[src/rtl/asm_endereco_gravacao_if.sv]
// Memory write bus between the recording address ASM and the sample memory.
// Latency: none, wires only.
// Backpressure: the slave holds mem_ready low to stall a pending write.
//
// Ports (modports):
//   master - drives mem_we/mem_addr/mem_data and samples mem_ready (the ASM)
//   slave  - samples mem_we/mem_addr/mem_data and drives mem_ready (the memory)
interface asm_endereco_gravacao_if #(
  parameter int ADDR_W = 22,
  parameter int DATA_W = 8
);
  logic              mem_we;
  logic [ADDR_W-1:0] mem_addr;
  logic [DATA_W-1:0] mem_data;
  logic              mem_ready;

  modport master (output mem_we, output mem_addr, output mem_data, input mem_ready);
  modport slave  (input mem_we, input mem_addr, input mem_data, output mem_ready);
endinterface

[src/rtl/asm_endereco_gravacao.sv]
// Recording address ASM: writes 3 kHz samples to consecutive words from address 0.
// Latency: strobe at cycle N gives mem_we at N+1 when the write side is idle.
// Backpressure: mem_ready low stalls the write; one sample is held, further ones dropped.
//
// Ports:
//   clk, reset        - clock and asynchronous active-high reset
//   grava, volta_10s  - record/pause and rewind-10 s buttons (act on release)
//   amostra_valida    - one-cycle strobe qualifying amostra
//   mem               - memory write bus (master side)
//   gravando, cheia   - main FSM in GRAVANDO / CHEIA
//   tem_gravacao      - at least one valid word recorded
//   ultimo_endereco   - address of the last valid word (0 when none)
//   perdidas          - dropped-sample count; built only with GRAVACAO_CONTA_PERDAS_EN
module asm_endereco_gravacao #(
  parameter int ADDR_W            = 22,
  parameter int DATA_W            = 8,
  parameter int ADDRS_POR_SEGUNDO = 3000,
  parameter int DEZ_SEGUNDOS      = 10 * ADDRS_POR_SEGUNDO
) (
  input  logic                   clk,
  input  logic                   reset,
  input  logic                   grava,
  input  logic                   volta_10s,
  input  logic                   amostra_valida,
  input  logic [DATA_W-1:0]      amostra,
  asm_endereco_gravacao_if.master mem,
  output logic                   gravando,
  output logic                   cheia,
  output logic                   tem_gravacao,
  output logic [ADDR_W-1:0]      ultimo_endereco,
  output logic [7:0]             perdidas
);

  localparam logic [1:0] INICIO   = 2'd0;
  localparam logic [1:0] GRAVANDO = 2'd1;
  localparam logic [1:0] PAUSADO  = 2'd2;
  localparam logic [1:0] CHEIA    = 2'd3;

  localparam logic [0:0] LIVRE      = 1'b0;
  localparam logic [0:0] ESCREVENDO = 1'b1;

  localparam logic [ADDR_W-1:0] ADDR_MAX = '1;
  localparam logic [ADDR_W-1:0] DEZ      = ADDR_W'(DEZ_SEGUNDOS);
  localparam logic [ADDR_W-1:0] UM       = ADDR_W'(1);

  logic [1:0]        estado_q, estado_d;
  logic [0:0]        wst_q, wst_d;
  logic [ADDR_W-1:0] endereco_q, endereco_d;
  logic [ADDR_W-1:0] mem_addr_q, mem_addr_d;
  logic [DATA_W-1:0] mem_data_q, mem_data_d;
  logic              hold_vld_q, hold_vld_d;
  logic [DATA_W-1:0] hold_dat_q, hold_dat_d;
  logic              grava_prev_q, grava_prev_d;
  logic              volta_prev_q, volta_prev_d;
  logic              volta_pend_q, volta_pend_d;
  logic              tem_q, tem_d;
  logic [ADDR_W-1:0] ult_q, ult_d;

  logic              grava_rel, volta_rel;
  logic              escrevendo, completa, no_max, amostra_ok;
  logic              rew_req, rew_go;
  logic [ADDR_W-1:0] endereco_ef;

  assign grava_rel  = grava_prev_q & ~grava;
  assign volta_rel  = volta_prev_q & ~volta_10s;
  assign escrevendo = (wst_q == ESCREVENDO);
  assign completa   = escrevendo & mem.mem_ready;
  assign no_max     = (mem_addr_q == ADDR_MAX);
  assign amostra_ok = amostra_valida & (estado_q == GRAVANDO);
  // A rewind request survives until the write side is fully drained.
  assign rew_req    = (volta_rel | volta_pend_q) & (estado_q != INICIO);
  assign rew_go     = rew_req & ~escrevendo & ~hold_vld_q;

  always_comb begin
    estado_d     = estado_q;
    wst_d        = wst_q;
    endereco_d   = endereco_q;
    mem_addr_d   = mem_addr_q;
    mem_data_d   = mem_data_q;
    hold_vld_d   = hold_vld_q;
    hold_dat_d   = hold_dat_q;
    tem_d        = tem_q;
    ult_d        = ult_q;
    grava_prev_d = grava;
    volta_prev_d = volta_10s;
    volta_pend_d = rew_req & ~rew_go;
    endereco_ef  = endereco_q;

    // Main FSM; a simultaneous grava release loses to the rewind.
    if (rew_go) begin
      endereco_ef = (endereco_q >= DEZ) ? endereco_q - DEZ : '0;
      endereco_d  = endereco_ef;
      if (endereco_ef == '0) begin
        tem_d = 1'b0;
        ult_d = '0;
      end else begin
        ult_d = endereco_ef - UM;
      end
      if (estado_q == CHEIA) estado_d = PAUSADO;
    end else if (grava_rel & ~volta_rel) begin
      case (estado_q)
        INICIO:   estado_d = GRAVANDO;
        GRAVANDO: estado_d = PAUSADO;
        PAUSADO:  estado_d = GRAVANDO;
        default:  estado_d = estado_q;
      endcase
    end

    // Write FSM. A sample issued in the rewind cycle uses the rewound address.
    if (!escrevendo) begin
      if (amostra_ok) begin
        wst_d      = ESCREVENDO;
        mem_addr_d = endereco_ef;
        mem_data_d = amostra;
      end
    end else if (completa) begin
      tem_d = 1'b1;
      ult_d = mem_addr_q;
      if (no_max) begin
        // Memory full: no wrap, anything still queued is discarded.
        wst_d      = LIVRE;
        hold_vld_d = 1'b0;
        estado_d   = CHEIA;
      end else begin
        endereco_d = mem_addr_q + UM;
        if (hold_vld_q) begin
          mem_addr_d = mem_addr_q + UM;
          mem_data_d = hold_dat_q;
          hold_vld_d = amostra_ok;
          if (amostra_ok) hold_dat_d = amostra;
        end else if (amostra_ok) begin
          mem_addr_d = mem_addr_q + UM;
          mem_data_d = amostra;
        end else begin
          wst_d = LIVRE;
        end
      end
    end else if (amostra_ok && !hold_vld_q) begin
      hold_vld_d = 1'b1;
      hold_dat_d = amostra;
    end
  end

  always_ff @(posedge clk or posedge reset) begin
    if (reset) begin
      estado_q     <= INICIO;
      wst_q        <= LIVRE;
      endereco_q   <= '0;
      mem_addr_q   <= '0;
      mem_data_q   <= '0;
      hold_vld_q   <= 1'b0;
      hold_dat_q   <= '0;
      grava_prev_q <= 1'b0;
      volta_prev_q <= 1'b0;
      volta_pend_q <= 1'b0;
      tem_q        <= 1'b0;
      ult_q        <= '0;
    end else begin
      estado_q     <= estado_d;
      wst_q        <= wst_d;
      endereco_q   <= endereco_d;
      mem_addr_q   <= mem_addr_d;
      mem_data_q   <= mem_data_d;
      hold_vld_q   <= hold_vld_d;
      hold_dat_q   <= hold_dat_d;
      grava_prev_q <= grava_prev_d;
      volta_prev_q <= volta_prev_d;
      volta_pend_q <= volta_pend_d;
      tem_q        <= tem_d;
      ult_q        <= ult_d;
    end
  end

`ifdef GRAVACAO_CONTA_PERDAS_EN
  logic [7:0] perdidas_q, perdidas_d;
  logic [1:0] drop_cnt;
  logic [8:0] soma;

  always_comb begin
    drop_cnt = 2'd0;
    if (completa && no_max)
      drop_cnt = {1'b0, hold_vld_q} + {1'b0, amostra_ok};
    else if (escrevendo && !completa && amostra_ok && hold_vld_q)
      drop_cnt = 2'd1;
    soma = {1'b0, perdidas_q} + {7'd0, drop_cnt};
    if (grava_rel && !volta_rel && estado_q == INICIO)
      perdidas_d = 8'd0;
    else
      perdidas_d = soma[8] ? 8'hFF : soma[7:0];
  end

  always_ff @(posedge clk or posedge reset) begin
    if (reset) perdidas_q <= 8'd0;
    else       perdidas_q <= perdidas_d;
  end

  assign perdidas = perdidas_q;
`else
  assign perdidas = 8'd0;
`endif

  assign mem.mem_we      = (wst_q == ESCREVENDO);
  assign mem.mem_addr    = mem_addr_q;
  assign mem.mem_data    = mem_data_q;
  assign gravando        = (estado_q == GRAVANDO);
  assign cheia           = (estado_q == CHEIA);
  assign tem_gravacao    = tem_q;
  assign ultimo_endereco = ult_q;

endmodule

[src/flat_wrapper.sv]
// flat-port wrapper written by rule: the top's interface ports become plain ports
module asm_endereco_gravacao_flat 
#(
  parameter int ADDR_W            = 22,
  parameter int DATA_W            = 8,
  parameter int ADDRS_POR_SEGUNDO = 3000,
  parameter int DEZ_SEGUNDOS      = 10 * ADDRS_POR_SEGUNDO
)
  (clk, reset, grava, volta_10s, amostra_valida, amostra, gravando, cheia, tem_gravacao, ultimo_endereco, perdidas, mem_mem_we, mem_mem_addr, mem_mem_data, mem_mem_ready);
  asm_endereco_gravacao_if #(.ADDR_W(ADDR_W), .DATA_W(DATA_W)) mem_i ();
  input  logic clk;
  input  logic reset;
  input  logic grava;
  input  logic volta_10s;
  input  logic amostra_valida;
  input  logic [DATA_W-1:0] amostra;
  output logic gravando;
  output logic cheia;
  output logic tem_gravacao;
  output logic [ADDR_W-1:0] ultimo_endereco;
  output logic [7:0] perdidas;
  output wire logic [$bits(mem_i.mem_we)-1:0] mem_mem_we;
  output wire logic [$bits(mem_i.mem_addr)-1:0] mem_mem_addr;
  output wire logic [$bits(mem_i.mem_data)-1:0] mem_mem_data;
  input wire logic [$bits(mem_i.mem_ready)-1:0] mem_mem_ready;
  assign mem_mem_we = mem_i.mem_we;
  assign mem_mem_addr = mem_i.mem_addr;
  assign mem_mem_data = mem_i.mem_data;
  assign mem_i.mem_ready = mem_mem_ready;
  asm_endereco_gravacao #(.ADDR_W(ADDR_W), .DATA_W(DATA_W), .ADDRS_POR_SEGUNDO(ADDRS_POR_SEGUNDO), .DEZ_SEGUNDOS(DEZ_SEGUNDOS)) u_core (.clk(clk), .reset(reset), .grava(grava), .volta_10s(volta_10s), .amostra_valida(amostra_valida), .amostra(amostra), .mem(mem_i), .gravando(gravando), .cheia(cheia), .tem_gravacao(tem_gravacao), .ultimo_endereco(ultimo_endereco), .perdidas(perdidas));
endmodule
[config.mk]
export PLATFORM = sky130hd
export DESIGN_NAME = asm_endereco_gravacao_flat
export DESIGN_NICKNAME = d
export VERILOG_FILES = /design/src/rtl/asm_endereco_gravacao_if.sv /design/src/rtl/asm_endereco_gravacao.sv /design/src/flat_wrapper.sv
export SDC_FILE = /design/constraint.sdc
export NUM_CORES = 1
export LEC_CHECK = 0
export BUFFER_PORTS_ARGS = -buffer_cell sky130_fd_sc_hd__buf_2
export CAP_MARGIN = 20
export CORE_ASPECT_RATIO = 1.2
export CORE_MARGIN = 1.5
export CORE_UTILIZATION = 59
export CTS_BUF_LIST = sky130_fd_sc_hd__clkbuf_8 sky130_fd_sc_hd__clkbuf_16
export CTS_CLUSTER_DIAMETER = 150
export DETAILED_ROUTE_END_ITERATION = 16
export HOLD_SLACK_MARGIN = 0.12
export PLACE_DENSITY = 0.82
export SETUP_SLACK_MARGIN = 0.02
export SKIP_LAST_GASP = 1
export SYNTH_ARGS = -nofsm -noshare
export SYNTH_HDL_FRONTEND = slang
export SYNTH_SLANG_ARGS = --single-unit
[constraint.sdc]
create_clock -name clk -period 4.21 [get_ports clk]
set_input_delay 0.2105 -clock clk [delete_from_list [all_inputs] [get_ports clk]]
set_output_delay 0.2105 -clock clk [all_outputs]
set_load 0.02 [all_outputs]
* Yosys cells after proc, flatten, opt, wreduce, memory -nomap -nowiden
Index checks and enable logic that the tools add are counted.
W data, S select, Z words.
** Word-level totals
- Register bits :: 90
** Operators by class
- $add $sub $neg :: 3
- $lt $le $gt $ge :: 1
- Eq/ne operators :: 10
- Mux-type cells :: 45
- Bitwise gates (word level) :: 16
- Reductions and logical operators :: 12
** Operators by type and width (number)
- $mux W22 :: 15
- $mux W8 :: 10
- $add A22 B1 Y22 const B :: 1
- $eq A22 B22 Y1 const B :: 1
- $ge A22 B15 Y1 const B :: 1
- $logic_not A22 Y1 :: 1
- $sub A22 B1 Y22 const B :: 1
- $sub A22 B15 Y22 const B :: 1
- $mux W1 :: 13
- $mux W2 :: 6
- $and A1 B1 Y1 :: 9
- $ne A2 B2 Y1 const B :: 4
- $not A1 Y1 :: 6
- $reduce_bool A2 Y1 :: 3
- $reduce_and A5 Y1 :: 1
- $eq A2 B2 Y1 const B :: 2
- $ne A4 B3 Y1 const B :: 1
- $pmux W2 S2 :: 1
- $reduce_and A2 Y1 :: 2
- $reduce_and A4 Y1 :: 1
- $eq A2 B1 Y1 const B :: 1
- $logic_not A2 Y1 :: 1
- $ne A2 B1 Y1 const B :: 1
- $reduce_or A2 Y1 :: 1
- 3 further kinds :: 3

* Depth between registers and ports, before layout
Gate-level depths: netlist (run 1).
- Depth after elaboration :: 10
- Gate-level depth with buffers :: 14

* Least setup slack after synthesis (run 1)
OpenSTA, ideal clock, no wires.
- Kind :: flip-flop to flip-flop
- Start point :: register u_core.endereco_q[5]
- End point :: register u_core.ult_q[10], in the netlist u_core.ultimo_endereco[10]
- Library setup time :: 127 ps
- Arrival :: 2953 ps
- Required time :: 4083 ps
- Setup slack :: 1130 ps
- Cell stages (with the launch flop) :: 15
- Buffers on the path :: 3
- Period minus slack after synthesis :: 3080 ps
- Cell sequence :: dfrtp_1 ha_1 buf_4 o31a_1 o211ai_1 nand2_1 clkbuf_1 nand2_1 ha_1 and3_1 and2_1 nand4_4 nand2_4 buf_12 o22ai_2
** On the way
- Word-level cells in the longest chain between the ends :: 7
- Elaborated cells between the ends (all ways) :: 9
- Classes of those cells :: 2 x add/sub; 1 x order compare; 5 x mux; 1 x reduce/logical
** RTL lines
- start, declared :: RTL line asm_endereco_gravacao.sv:48 : logic [ADDR_W-1:0] endereco_q, endereco_d;
- start signal, assigned :: RTL line asm_endereco_gravacao.sv:161 : endereco_q <= endereco_d;
- $sub A22 B15 Y22 / $ge A22 B15 Y1 (equally long branches) :: RTL line asm_endereco_gravacao.sv:91 : endereco_ef = (endereco_q >= DEZ) ? endereco_q - DEZ : '0;
- $mux W22 (*) :: RTL line asm_endereco_gravacao.sv:91
- $sub A22 B1 Y22 / $logic_not A22 Y1 (equally long branches) :: RTL line asm_endereco_gravacao.sv:97, asm_endereco_gravacao.sv:93
- $mux W22 (*) :: RTL line asm_endereco_gravacao.sv:93 : if (endereco_ef == '0) begin
- $mux W22 (*) :: RTL line asm_endereco_gravacao.sv:90 : if (rew_go) begin
- $mux W22 :: RTL line asm_endereco_gravacao.sv:116 : end else if (completa) begin
- $mux W22 (*) :: RTL line asm_endereco_gravacao.sv:110 : if (!escrevendo) begin
- via u_core.ult_d[10] :: RTL line asm_endereco_gravacao.sv:57 : logic [ADDR_W-1:0] ult_q, ult_d;
- end signal, assigned :: RTL line asm_endereco_gravacao.sv:170 : ult_q <= ult_d;
- end, declared :: RTL line asm_endereco_gravacao.sv:57
The timed path passes the listed nets; every way through them passes the cells marked *.
A chain may end at the register's enable or synchronous reset.

* Worst setup path in the final report (run 1)
- Start point :: register u_core.endereco_q[4]
- End point :: register u_core.ult_q[18], in the netlist u_core.ultimo_endereco[18]
The elaborated chain is that of the path after synthesis.

==> summary.txt, run 1 <==
Status
  – Status: finished clean

CTS
  – Setup Buffers After CTS: 0
  – Clock buffer depth: 2
  – Clk slew on worst S/H paths: 0.06 ns
  – Total CTS buffers: 9
  – CTS Root Cell: clkbuf_16
  – Hold_buf cts: 7
  – CTS sink count: 90
  – Clock latency on the worst-skew pair: 0.34 ns
  – CTS tree: done
  – Post_cts resized: 0
  – Depth of the CTS H-tree: 3

Placed design
  – Final weighted congestion in routability-driven placement: 0.9459
  – Placed insts: 849
  – Cell area after placement: 6173 um^2
  – Input/output buffers: 69
  – HPWL Detailed: 11.10 mm

Cells and area
  – Final instance area: 6568 um^2
  – Layout fillers: 759
  – Core Util, Final: 0.6832
  – Layout cell share with drive strength beyond 1: 0.1802
  – Final std cells w/o fill: 872
  – Synthesis-to-layout area growth: 11.75%
  – Final #Nets: 762
  – # diodes: 0

Drt
  – Drt pass-1 iters: 5
  – Post-route ant nets: 0
  – Final wirelength: 15.96 mm
  – DRC viols: 0
  – Via count: 5546
  – Initial DRC count: 511
  – Wire per inst: 18.30 um
  – Vias/cell: 6.360

Global routing
  – Gr usage total: 0.3138
  – Vias in the first global route: 5284
  – Largest net degree at the start of global routing: 60
  – Initial antenna violation count: 0
  – First-pass GRT wire length: 25.91 mm
  – Final global-route overflow total: 0

Synth
  – XOR/XNOR share of the synthesized area: 0.05961
  – Share of the synthesized area in the top cell type: 0.3832
  – EDFF count, synth: 0
  – Largest family of logic cells by synthesized area: compound AO/OA/AOI/OAI gates
  – Prevailing post-synth register cell: dfrtp_1
  – Synth Area in Compound Gates: 0.2480
  – Top cells by area, synth: dfrtp_1, a21oi_1, nand2_1, nor2_1, o21ai_0
  – Synth Area per Inst: 8.372 um^2
  – Post-synthesis adder-cell area fraction: 0.006387
  – Async SR Flop Fraction: 1.000
  – Post-synthesis mux area share: 0.03130
  – Synth area leader: dfrtp_1
  – Synth Area in Simple Gates: 0.2142
  – Synth warn: 0
  – Post-Synthesis Cells: 702
  – Count of cell types in the netlist: 71
  – Mapped cell area: 5877 um^2
  – #FFs+latches synth: 90
  – Register area share after synthesis: 0.3832

Worst setup path
  – CP startpoint: u_core.endereco_q[4]
  – Critical path endpoint category: register
  – Worst Path Max Fanout: 18
  – CP arrival: 3.63 ns
  – Critical Path RT: 4.39 ns
  – FF-to-FF Start: u_core.endereco_q[4]
  – Critical path class: register to register
  – Setup crit start kind: register

STA
  – Setup violations, final: 0
  – Final period util: 0.8197
  – Fin Setup TNS: 0 ns
  – Final hold viol count: 0
  – Fin crit period: 3.451 ns
  – Final Max Tran Viols: 0
  – Worst slew pin tran: 1.026 ns
  – Top achievable clock speed: 289.8 MHz
  – RSZ-0062 raised after global routing: false
  – Clock skew: 0.006871 ns
  – Slew headroom: 0.3160

Floorplanning
  – Die area: 10570 um^2
  – # IOs: 78
  – Core area: 9613 um^2
  – Initial Util: 0.6113
  – Die width: 94.11 um
  – Row cnt: 39
  – Die height: 112.3 um

Pwr
  – Maximum vdd drop: 0.0005434 V
  – Leakage power: 0.002787 uW
  – Pwr dens: 907.5 nW/um^2

Min path
  – Hold Crit Start: amostra[4]
  – HP Class: primary input to register

Flow run
  – Max Cap Viol: 0
synthesized netlist by cell type, drive strengths merged, types with 5 or more instances:
master    n
nand4     9
and2     13
clkbuf   35
nor2     60
inv       5
o21ai    50
a21oi   100
o31ai     5
o22ai    35
xor2     18
nor3      7
dfrtp    90
mux2     11
nand2    80
nand3    29
buf      27
mux2i     6
xnor2    22
and3     22
flip-flops by register name, indices dropped and copies added (netlist names):
register,count
u_core.mem.mem_data,8
u_core.grava_prev_q,1
u_core.endereco_q,22
u_core.volta_pend_q,1
u_core.mem.mem_we,1
u_core.ultimo_endereco,22
u_core.hold_dat_q,8
u_core.volta_prev_q,1
u_core.estado_q,2
u_core.mem.mem_addr,22
u_core.hold_vld_q,1
u_core.tem_gravacao,1
kinds of logic (layout without fill, tap and decap cells):
logic type / Yosys count / count (layout)
muxes: 17 / 17
and+or+nand+nor: 250 / 250
buffers and inverters: 67 / 107
DFF: 90 / 90
other: 1 / 8
xor gates and xnor gates: 40 / 40
AOI/OAI and AO/OA: 234 / 234
adders and majority gates: 3 / 3
cells in the final DEF (no fill, tap or decap), types with 18 or more instances in the layout:
cell type and count:
xor2_1 18, dfrtp_1 89, nand3_1 29, nand2_1 79, nor2_1 59, a21oi_1 100, and3_1 22, o22ai_1 28
o21ai_0 44, xnor2_1 22, buf_2 69
worst paths after layout:
path | slack, ns | cells past startpoint | end
worst max-delay path | 0.76 | 11 | u_core.ultimo_endereco[18]
worst min-delay path | 0.12 | 2 | u_core.hold_dat_q[4]
worst max register to register | 0.76 | 11 | u_core.ultimo_endereco[18]
worst min register to register | 0.51 | 1 | u_core.hold_dat_q[1]
max in group asynchronous | 2.79 | 5 | u_core.mem.mem_addr[13]
min in group asynchronous | 0.42 | 3 | u_core.volta_pend_q
metrics by stage:
| step | setup slack (ns) | power (uW) | hold slack, ns |
|---|---|---|---|
| final | 0.7589 | 5960 | 0.1224 |
| after CTS | 0.8351 | 5901 | 0.1202 |
| after detailed placement | 0.8395 | 5057 | 0.3361 |
| after floorplan | 1.130 | 4244 | 0.2419 |
| after global placement | 0.8884 | 4949 | 0.3353 |
| after global routing | 0.5001 | 6371 | 0.1236 |
critical path, cell delays in order, from the launching register on:
cell and delay, ns:
dfrtp_1 0.50, ha_1 0.41, o31a_1 0.35, o211ai_1 0.28, nand2_1 0.19, nand2_1 0.14, ha_1 0.33, and3_1 0.26
and2_1 0.24, nand4_4 0.16, nand2_4 0.28, o31ai_1 0.13
per-layer routing:
| metal | track usage | routed length (um) |
|---|---|---|
| met5 | 0 | 0 |
| met4 | 0.1552 | 597 |
| met3 | 0.05149 | 1010 |
| met2 | 0.5174 | 7865 |
| met1 | 0.3978 | 6483 |
final cells by class:
class | count | area [um^2] | share of cell area
multi-input combinational | 552 | 3326 | 0.5064
sequential | 90 | 2253 | 0.3431
timing repair buffer | 87 | 510.5 | 0.07773
clock buffer | 11 | 252.7 | 0.03848
tap | 123 | 153.9 | 0.02343
clock inverter | 4 | 51.30 | 0.007811
inverter | 5 | 20.02 | 0.003048
report_power, final:
| group | internal, uW | switching [uW] |
|---|---|---|
| Clock | 489 | 334 |
| Sequential | 1290 | 604 |
| Combinational | 1230 | 2010 |
Power figures use the tool's default switching activity.
==> inputs of run 2 (changes only) <==
==> constraint.sdc (replaced) <==
create_clock -name clk -period 3.5 [get_ports clk]
set_input_delay 0.175 -clock clk [delete_from_list [all_inputs] [get_ports clk]]
set_output_delay 0.175 -clock clk [all_outputs]
set_load 0.02 [all_outputs]
==> run 2 against run 1 <==
Against the previous run: sequential power is 22% higher; critical path type unchanged; final cell count is 1.5% higher; design area is 1.4% higher; hold slack gained 0.11 ns; power up 21%; largest power group unchanged; global-route usage grew 1.7 points; clock skew grew 0.0011 ns; flip-flop and latch count unchanged; sequential share of layout area is 0.47 points lower; via count is 2.3% higher.
==> summary.txt, run 2 (same netlist as run 1, synthesis figures left out) <==
Worst setup path
  – Slowest CP cell: dfrtp_1
  – CP delay by family, top: simple AND/OR/NAND/NOR gates
  – Worst Path Max Fanout: 18 (unchanged)
  – FF-to-FF Start: u_core.endereco_q[4]
  – CP arrival: 3.38 ns (-0.25 ns)
  – CP startpoint: u_core.endereco_q[4]
  – Bufs and invs on worst path: 0 (unchanged)
  – Critical path endpoint category: register
  – Most used cell, CP: nand2_1
  – Critical Path RT: 3.68 ns (-0.71 ns)
  – CP max stage delay: 0.51 ns (about the same)
  – Critical path class: register to register
  – Crit-path cells: ha_2 -> o31a_1 -> o211ai_1 -> nand2_1 -> nand2_1 -> ha_1 -> and3_1 -> and2_1 -> nand4_4 -> nand2_4 -> o31ai_1
  – Setup crit start kind: register

Global routing
  – First-pass GRT wire length: 27.59 mm (+6.5%)
  – Vias in the first global route: 5590 (+5.8%)
  – Final global-route overflow total: 0 (unchanged)
  – Initial antenna violation count: 0 (unchanged)
  – Gr usage total: 0.3304 (+0.01660)
  – Largest net degree at the start of global routing: 55 (-8.3%)

Floorplanning
  – Die width: 94.11 um (unchanged)
  – # IOs: 78 (unchanged)
  – Core area: 9613 um^2 (unchanged)
  – Row cnt: 39 (unchanged)
  – Die area: 10570 um^2 (unchanged)
  – Die height: 112.3 um (unchanged)
  – Initial Util: 0.6113 (unchanged)

Cells and area
  – FF+latch area: 2253 um^2 (unchanged)
  – Commonest non-fill, non-tap cell in the layout: a21oi_1
  – Commonest non-fill, non-tap cells in the layout: a21oi_1, dfrtp_1, nand2_1
  – Final #Nets: 774 (+1.6%)
  – Footprint of the multi-input gates: 3328 um^2 (about the same)
  – Final std cells w/o fill: 885 (+1.5%)
  – Synthesis-to-layout area growth: 13.31%
  – Layout fillers: 736 (-3.0%)
  – Layout cell share with drive strength beyond 1: 0.1864 (+0.006111)
  – # diodes: 0 (unchanged)

STA
  – Final hold viol count: 0 (unchanged)
  – RSZ-0062 raised after global routing: false
  – Clock skew: 0.008016 ns (+0.001144 ns)
  – Fin Setup TNS: 0 ns (unchanged)
  – Final period util: 0.9140 (+0.09432)
  – Slew headroom: 0.3001 (-0.01585)
  – Final Max Tran Viols: 0 (unchanged)
  – Worst slew pin tran: 1.050 ns (+0.02377 ns)
  – Fin crit period: 3.199 ns (-0.2519 ns)
  – Worst hold slack: 0.2358 ns (+0.1134 ns)
  – Setup violations, final: 0 (unchanged)
  – Top achievable clock speed: 312.6 MHz (+7.9%)

Placed design
  – Placed insts: 856 (+0.82%)
  – HPWL Detailed: 11.67 mm (+5.1%)
  – Final weighted congestion in routability-driven placement: 0.9343 (-1.2%)
  – Input/output buffers: 69 (unchanged)

CTS
  – Clock latency on the worst-skew pair: 0.34 ns (about the same)
  – Depth of the CTS H-tree: 3 (unchanged)
  – CTS Root Cell: clkbuf_16
  – Clock buffer depth: 2 (unchanged)
  – CTS sink count: 90 (unchanged)
  – Total CTS buffers: 9 (unchanged)
  – Clk slew on worst S/H paths: 0.07 ns (about the same)
  – CTS tree: done

Drt
  – Via count: 5674 (+2.3%)
  – Initial DRC count: 406 (-21%)
  – Final wirelength: 16.83 mm (+5.5%)
  – Vias/cell: 6.411 (+0.81%)
  – Wire per inst: 19.02 um (+3.9%)
  – DRC viols: 0 (unchanged)
  – Drt pass-1 iters: 5 (unchanged)
  – Post-route ant nets: 0 (unchanged)

Min path
  – HP Class: primary input to async pin

Pwr
  – Leakage power: 0.002845 uW (+2.1%)
  – Clock network fraction of design power: 0.129 (-0.009)
  – Switching Fraction: 0.5000 (+0.004947)
  – Power, Total: 7210 uW (+21%)
  – Sw power: 3605 uW (+22%)
  – Comb pwr share: 0.551 (+0.007)
  – Int Power: 3605 uW (+20%)
  – Pwr dens: 1083 nW/um^2 (+19%)
  – Maximum vdd drop: 0.0006688 V (+23%)
  – Seq pwr share: 0.320 (+0.002)

Flow run
  – Max Cap Viol: 0 (unchanged)

Status
  – Status: finished clean
## run 2: cell types whose count changed in the layout (fill, tap and decap cells not counted)
cell and change:
dlygate4sd3_1 +5, buf_4 +7, buf_12 -1, inv_6 +1, ha_2 +1, ha_1 -1
bufinv_16 -1, buf_16 +1, inv_1 +2, clkinvlp_4 -1
## run 2: repair_timing
action,in CTS,in global routing
gates resized for setup,0,1
endpoints found under the hold margin,64,0
setup buffers,0,0
setup endpoints to repair,0,16
hold buffers,12,0
## run 2: power by group through the flow
stage          Sequential, uW  Clock [uW]  Combinational [uW]
2_1_floorplan            2280           0                2820
3_3_place_gp             2250           0                3770
3_5_place_dp             2280           0                3880
4_1_cts                  2270         941                3920
5_1_grt                  2390         981                4350
6_report                 2310         931                3970
## run 2: layout make-up
class | count | share of cell area
multi-input cells | 552 | 0.4998
flip-flops and latches | 90 | 0.3384
repair buffers | 99 | 0.09320
clock buffers | 11 | 0.03796
well taps | 123 | 0.02311
clock inverters | 5 | 0.004510
inverters | 5 | 0.003006
## run 2: worst paths after layout
check                      cells past startpoint  slack, ns                         end
min in group clk                               5       0.29           u_core.hold_vld_q
max in group asynchronous                      5       2.44       u_core.endereco_q[19]
max reg2reg                                   11       0.30  u_core.ultimo_endereco[18]
min                                            3       0.24   u_core.ultimo_endereco[3]
max                                           11       0.30  u_core.ultimo_endereco[18]
min reg2reg                                    1       0.51        u_core.hold_dat_q[2]
## run 2: per-layer routing
metal,GRT usage,routed length (um),up-vias
li1,-,-,2618
met1,0.4217,6739,2740
met2,0.5425,8415,256
met3,0.05217,1059,60
met4,0.1632,615,0
met5,0,0,-
## run 2: metrics by stage
| stage | setup slack, ns | cell area, um^2 | utilization |
|---|---|---|---|
| floorplan | 0.4198 | 5903 | - |
| global placement | 0.3950 | 6226 | 0.6477 |
| detailed placement | 0.2628 | 6226 | 0.6477 |
| CTS | 0.2345 | 6629 | 0.6896 |
| global route | 0.08471 | 6659 | 0.6927 |
| finish | 0.3008 | 6659 | 0.6927 |
## run 2: worst reg2reg max path: stages (launching register included)
cell and delay (ns):
dfrtp_1 0.51, ha_2 0.34, o31a_1 0.31, o211ai_1 0.23, nand2_1 0.15, nand2_1 0.12, ha_1 0.30, and3_1 0.27
and2_1 0.24, nand4_4 0.16, nand2_4 0.29, o31ai_1 0.13
==> inputs of run 3 (changes only) <==
--- a/config.mk
+++ b/config.mk
@@ -7,14 +7,16 @@
 export LEC_CHECK = 0
 export BUFFER_PORTS_ARGS = -buffer_cell sky130_fd_sc_hd__buf_2
 export CAP_MARGIN = 20
+export CELL_PAD_IN_SITES_DETAIL_PLACEMENT = 1
+export CELL_PAD_IN_SITES_GLOBAL_PLACEMENT = 1
 export CORE_ASPECT_RATIO = 1.2
 export CORE_MARGIN = 1.5
-export CORE_UTILIZATION = 59
-export CTS_BUF_LIST = sky130_fd_sc_hd__clkbuf_8 sky130_fd_sc_hd__clkbuf_16
+export CORE_UTILIZATION = 45
+export CTS_BUF_LIST = sky130_fd_sc_hd__clkbuf_8
 export CTS_CLUSTER_DIAMETER = 150
 export DETAILED_ROUTE_END_ITERATION = 16
 export HOLD_SLACK_MARGIN = 0.12
-export PLACE_DENSITY = 0.82
+export PLACE_DENSITY = 0.83
 export SETUP_SLACK_MARGIN = 0.02
 export SKIP_LAST_GASP = 1
 export SYNTH_ARGS = -nofsm -noshare
==> run 3 against run 2 <==
Against the previous run: critical path type unchanged; final cell count increased by 4.9%; combinational power up 4%; clock power decreased by 17%; power barely moved; flip-flop and latch count stayed put; register-to-register slack worse by 0.097 ns; first-iteration DRC count is 27% lower; critical path depth is 2 lower; non-clock buffer count grew 3; die area up 30%.
==> summary.txt, run 3 (same netlist as run 1, synthesis figures left out) <==
Floorplanning
  – Core area: 12720 um^2 (+32%)
  – Initial Util: 0.4618 (-0.1495)
  – Die height: 128.2 um (+14%)
  – Row cnt: 45 (+15%)
  – # IOs: 78 (unchanged)
  – Die area: 13760 um^2 (+30%)
  – Die width: 107.3 um (+14%)

Worst setup path
  – Setup crit start kind: register
  – Bufs and invs on worst path: 0 (unchanged)
  – Slowest CP cell: dfrtp_1
  – R2R setup slack: 0.20 ns (-0.10 ns)
  – Critical path class: register to register
  – CP delay by family, top: simple AND/OR/NAND/NOR gates
  – Worst Path Max Fanout: 18 (unchanged)
  – CP arrival: 3.53 ns (+0.15 ns)
  – Critical path endpoint category: register
  – CP max stage delay: 0.57 ns (+0.06 ns)
  – Crit-path cells: ha_2 -> nor4bb_1 -> or3_1 -> nand2_1 -> or4b_4 -> o21ai_4 -> nand4_4 -> nand2_4 -> o21ai_0
  – Critical Path RT: 3.73 ns (+0.05 ns)

STA
  – Slew headroom: 0.3242 (+0.02405)
  – Clock skew: 0.01570 ns (+0.007684 ns)
  – RSZ-0062 raised after global routing: false
  – Fin Setup TNS: 0 ns (unchanged)
  – Setup violations, final: 0 (unchanged)
  – Fin crit period: 3.296 ns (+0.09716 ns)
  – Top achievable clock speed: 303.4 MHz (-2.9%)
  – Final hold viol count: 0 (unchanged)
  – Final period util: 0.9418 (+0.02776)
  – Final Max Tran Viols: 0 (unchanged)
  – Worst slew pin tran: 1.014 ns (-0.03608 ns)

Pwr
  – Power, Total: 7205 uW (about the same)
  – Comb pwr share: 0.571 (+0.020)
  – Leakage power: 0.002807 uW (-1.3%)
  – Int Power: 3489 uW (-3.2%)
  – Clock network fraction of design power: 0.108 (-0.021)
  – Pwr dens: 1085 nW/um^2 (+0.17%)
  – Seq pwr share: 0.321 (about the same)
  – Switching Fraction: 0.5157 (+0.01567)
  – Sw power: 3716 uW (+3.1%)
  – Maximum vdd drop: 0.0005064 V (-24%)

Placed design
  – Final weighted congestion in routability-driven placement: 0.8877 (-5.0%)
  – Input/output buffers: 69 (unchanged)
  – Placed insts: 901 (+5.3%)
  – HPWL Detailed: 13.36 mm (+14%)

Min path
  – HP Class: primary input to register

CTS
  – CTS tree: done
  – Setup Buffers After CTS: 0 (unchanged)
  – Clock latency on the worst-skew pair: 0.37 ns (+0.03 ns)
  – Clk slew on worst S/H paths: 0.09 ns (+0.02 ns)
  – CTS Root Cell: clkbuf_8
  – CTS sink count: 90 (unchanged)
  – Total CTS buffers: 9 (unchanged)
  – Depth of the CTS H-tree: 3 (unchanged)
  – Clock buffer depth: 2 (unchanged)

Global routing
  – Initial antenna violation count: 0 (unchanged)
  – Largest net degree at the start of global routing: 57 (+3.6%)
  – First-pass GRT wire length: 30.37 mm (+10%)
  – Gr usage total: 0.2814 (-0.04906)
  – Vias in the first global route: 5854 (+4.7%)
  – Final global-route overflow total: 0 (unchanged)

Cells and area
  – Layout fillers: 1559 (+110%)
  – Commonest non-fill, non-tap cells in the layout: a21oi_1, dfrtp_1, nand2_1
  – # diodes: 0 (unchanged)
  – Layout cell share with drive strength beyond 1: 0.1924 (+0.006057)
  – Final std cells w/o fill: 928 (+4.9%)
  – Commonest non-fill, non-tap cell in the layout: a21oi_1
  – Final #Nets: 777 (+0.39%)
  – Synthesis-to-layout area growth: 13.03%

Drt
  – Vias/cell: 6.079 (-5.2%)
  – Initial DRC count: 295 (-27%)
  – Drt pass-1 iters: 5 (unchanged)
  – Via count: 5641 (-0.58%)
  – Wire per inst: 20.31 um (+6.8%)
  – Post-route ant nets: 0 (unchanged)
  – DRC viols: 0 (unchanged)
  – Final wirelength: 18.85 mm (+12%)

Status
  – Status: finished clean

Flow run
  – Max Cap Viol: 0 (unchanged)
run 3: changes by cell type in the layout (fill, tap and decap cells not counted), sizes merged:
cell and delta:
buf +3, clkinv -2, inv -2, bufinv +1, clkbuf +1, clkinvlp +1
run 3: area by class of cell:
type | instances | area (um^2) | area share
Clock buffer | 12 | 165.2 | 0.02486
Clock inverter | 3 | 46.29 | 0.006969
Inverter | 5 | 20.02 | 0.003014
Multi-Input combinational cell | 552 | 3328 | 0.5010
Sequential cell | 90 | 2255 | 0.3394
Tap cell | 164 | 205.2 | 0.03089
Timing Repair Buffer | 102 | 623.1 | 0.09380
run 3: through the flow:
step / utilization / hold WS [ns] / area [um^2] / setup slack [ns]
6_report: 0.5220 / 0.2380 / 6643 / 0.2037
3_3_place_gp: 0.4957 / 0.3010 / 6307 / 0.4502
2_1_floorplan: - / 0.2064 / 5903 / 0.4198
3_5_place_dp: 0.4957 / 0.3095 / 6307 / 0.2653
5_1_grt: 0.5220 / 0.2828 / 6643 / 0.06977
4_1_cts: 0.5217 / 0.2327 / 6639 / 0.09689
run 3: routing by layer:
metal	vias up	global-route usage	share of wire
met4	0	0.1012	0.026
met1	2847	0.3323	0.41
met3	37	0.05135	0.047
met5	-	0	0
met2	148	0.5062	0.52
li1	2609	-	-
run 3: final timing paths:
path                                      start                          to  cells past startpoint
hold / removal                   amostra_valida           u_core.hold_vld_q                      5
min in group asynchronous                 reset          u_core.estado_q[1]                      3
setup / recovery           u_core.endereco_q[5]  u_core.ultimo_endereco[12]                      9
hold reg to reg            u_core.hold_dat_q[2]        u_core.hold_dat_q[2]                      1
max in group asynchronous                 reset       u_core.endereco_q[11]                      4
setup reg to reg           u_core.endereco_q[5]  u_core.ultimo_endereco[12]                      9
run 3: timing repair:
action | CTS | global route
hold buffers | 12 | 0
setup endpoints to repair | 0 | 18
hold endpoints to repair | 71 | 0
gates resized for setup | 0 | 2
run 3: worst reg2reg max path, cell delays in order (launching register included):
cell      delay [ns]
dfrtp_1         0.57
ha_2            0.44
nor4bb_1        0.43
or3_1           0.25
nand2_1         0.12
or4b_4          0.53
o21ai_4         0.23
nand4_4         0.16
nand2_4         0.28
o21ai_0         0.15
run 3: power by group through the flow:
stage | Sequential [uW] | Clock [uW] | Combinational [uW]
4_1_cts | 2290 | 789 | 4090
3_5_place_dp | 2290 | 0 | 4030
2_1_floorplan | 2280 | 0 | 2820
6_report | 2310 | 776 | 4110
3_3_place_gp | 2260 | 0 | 3870
5_1_grt | 2400 | 824 | 4470
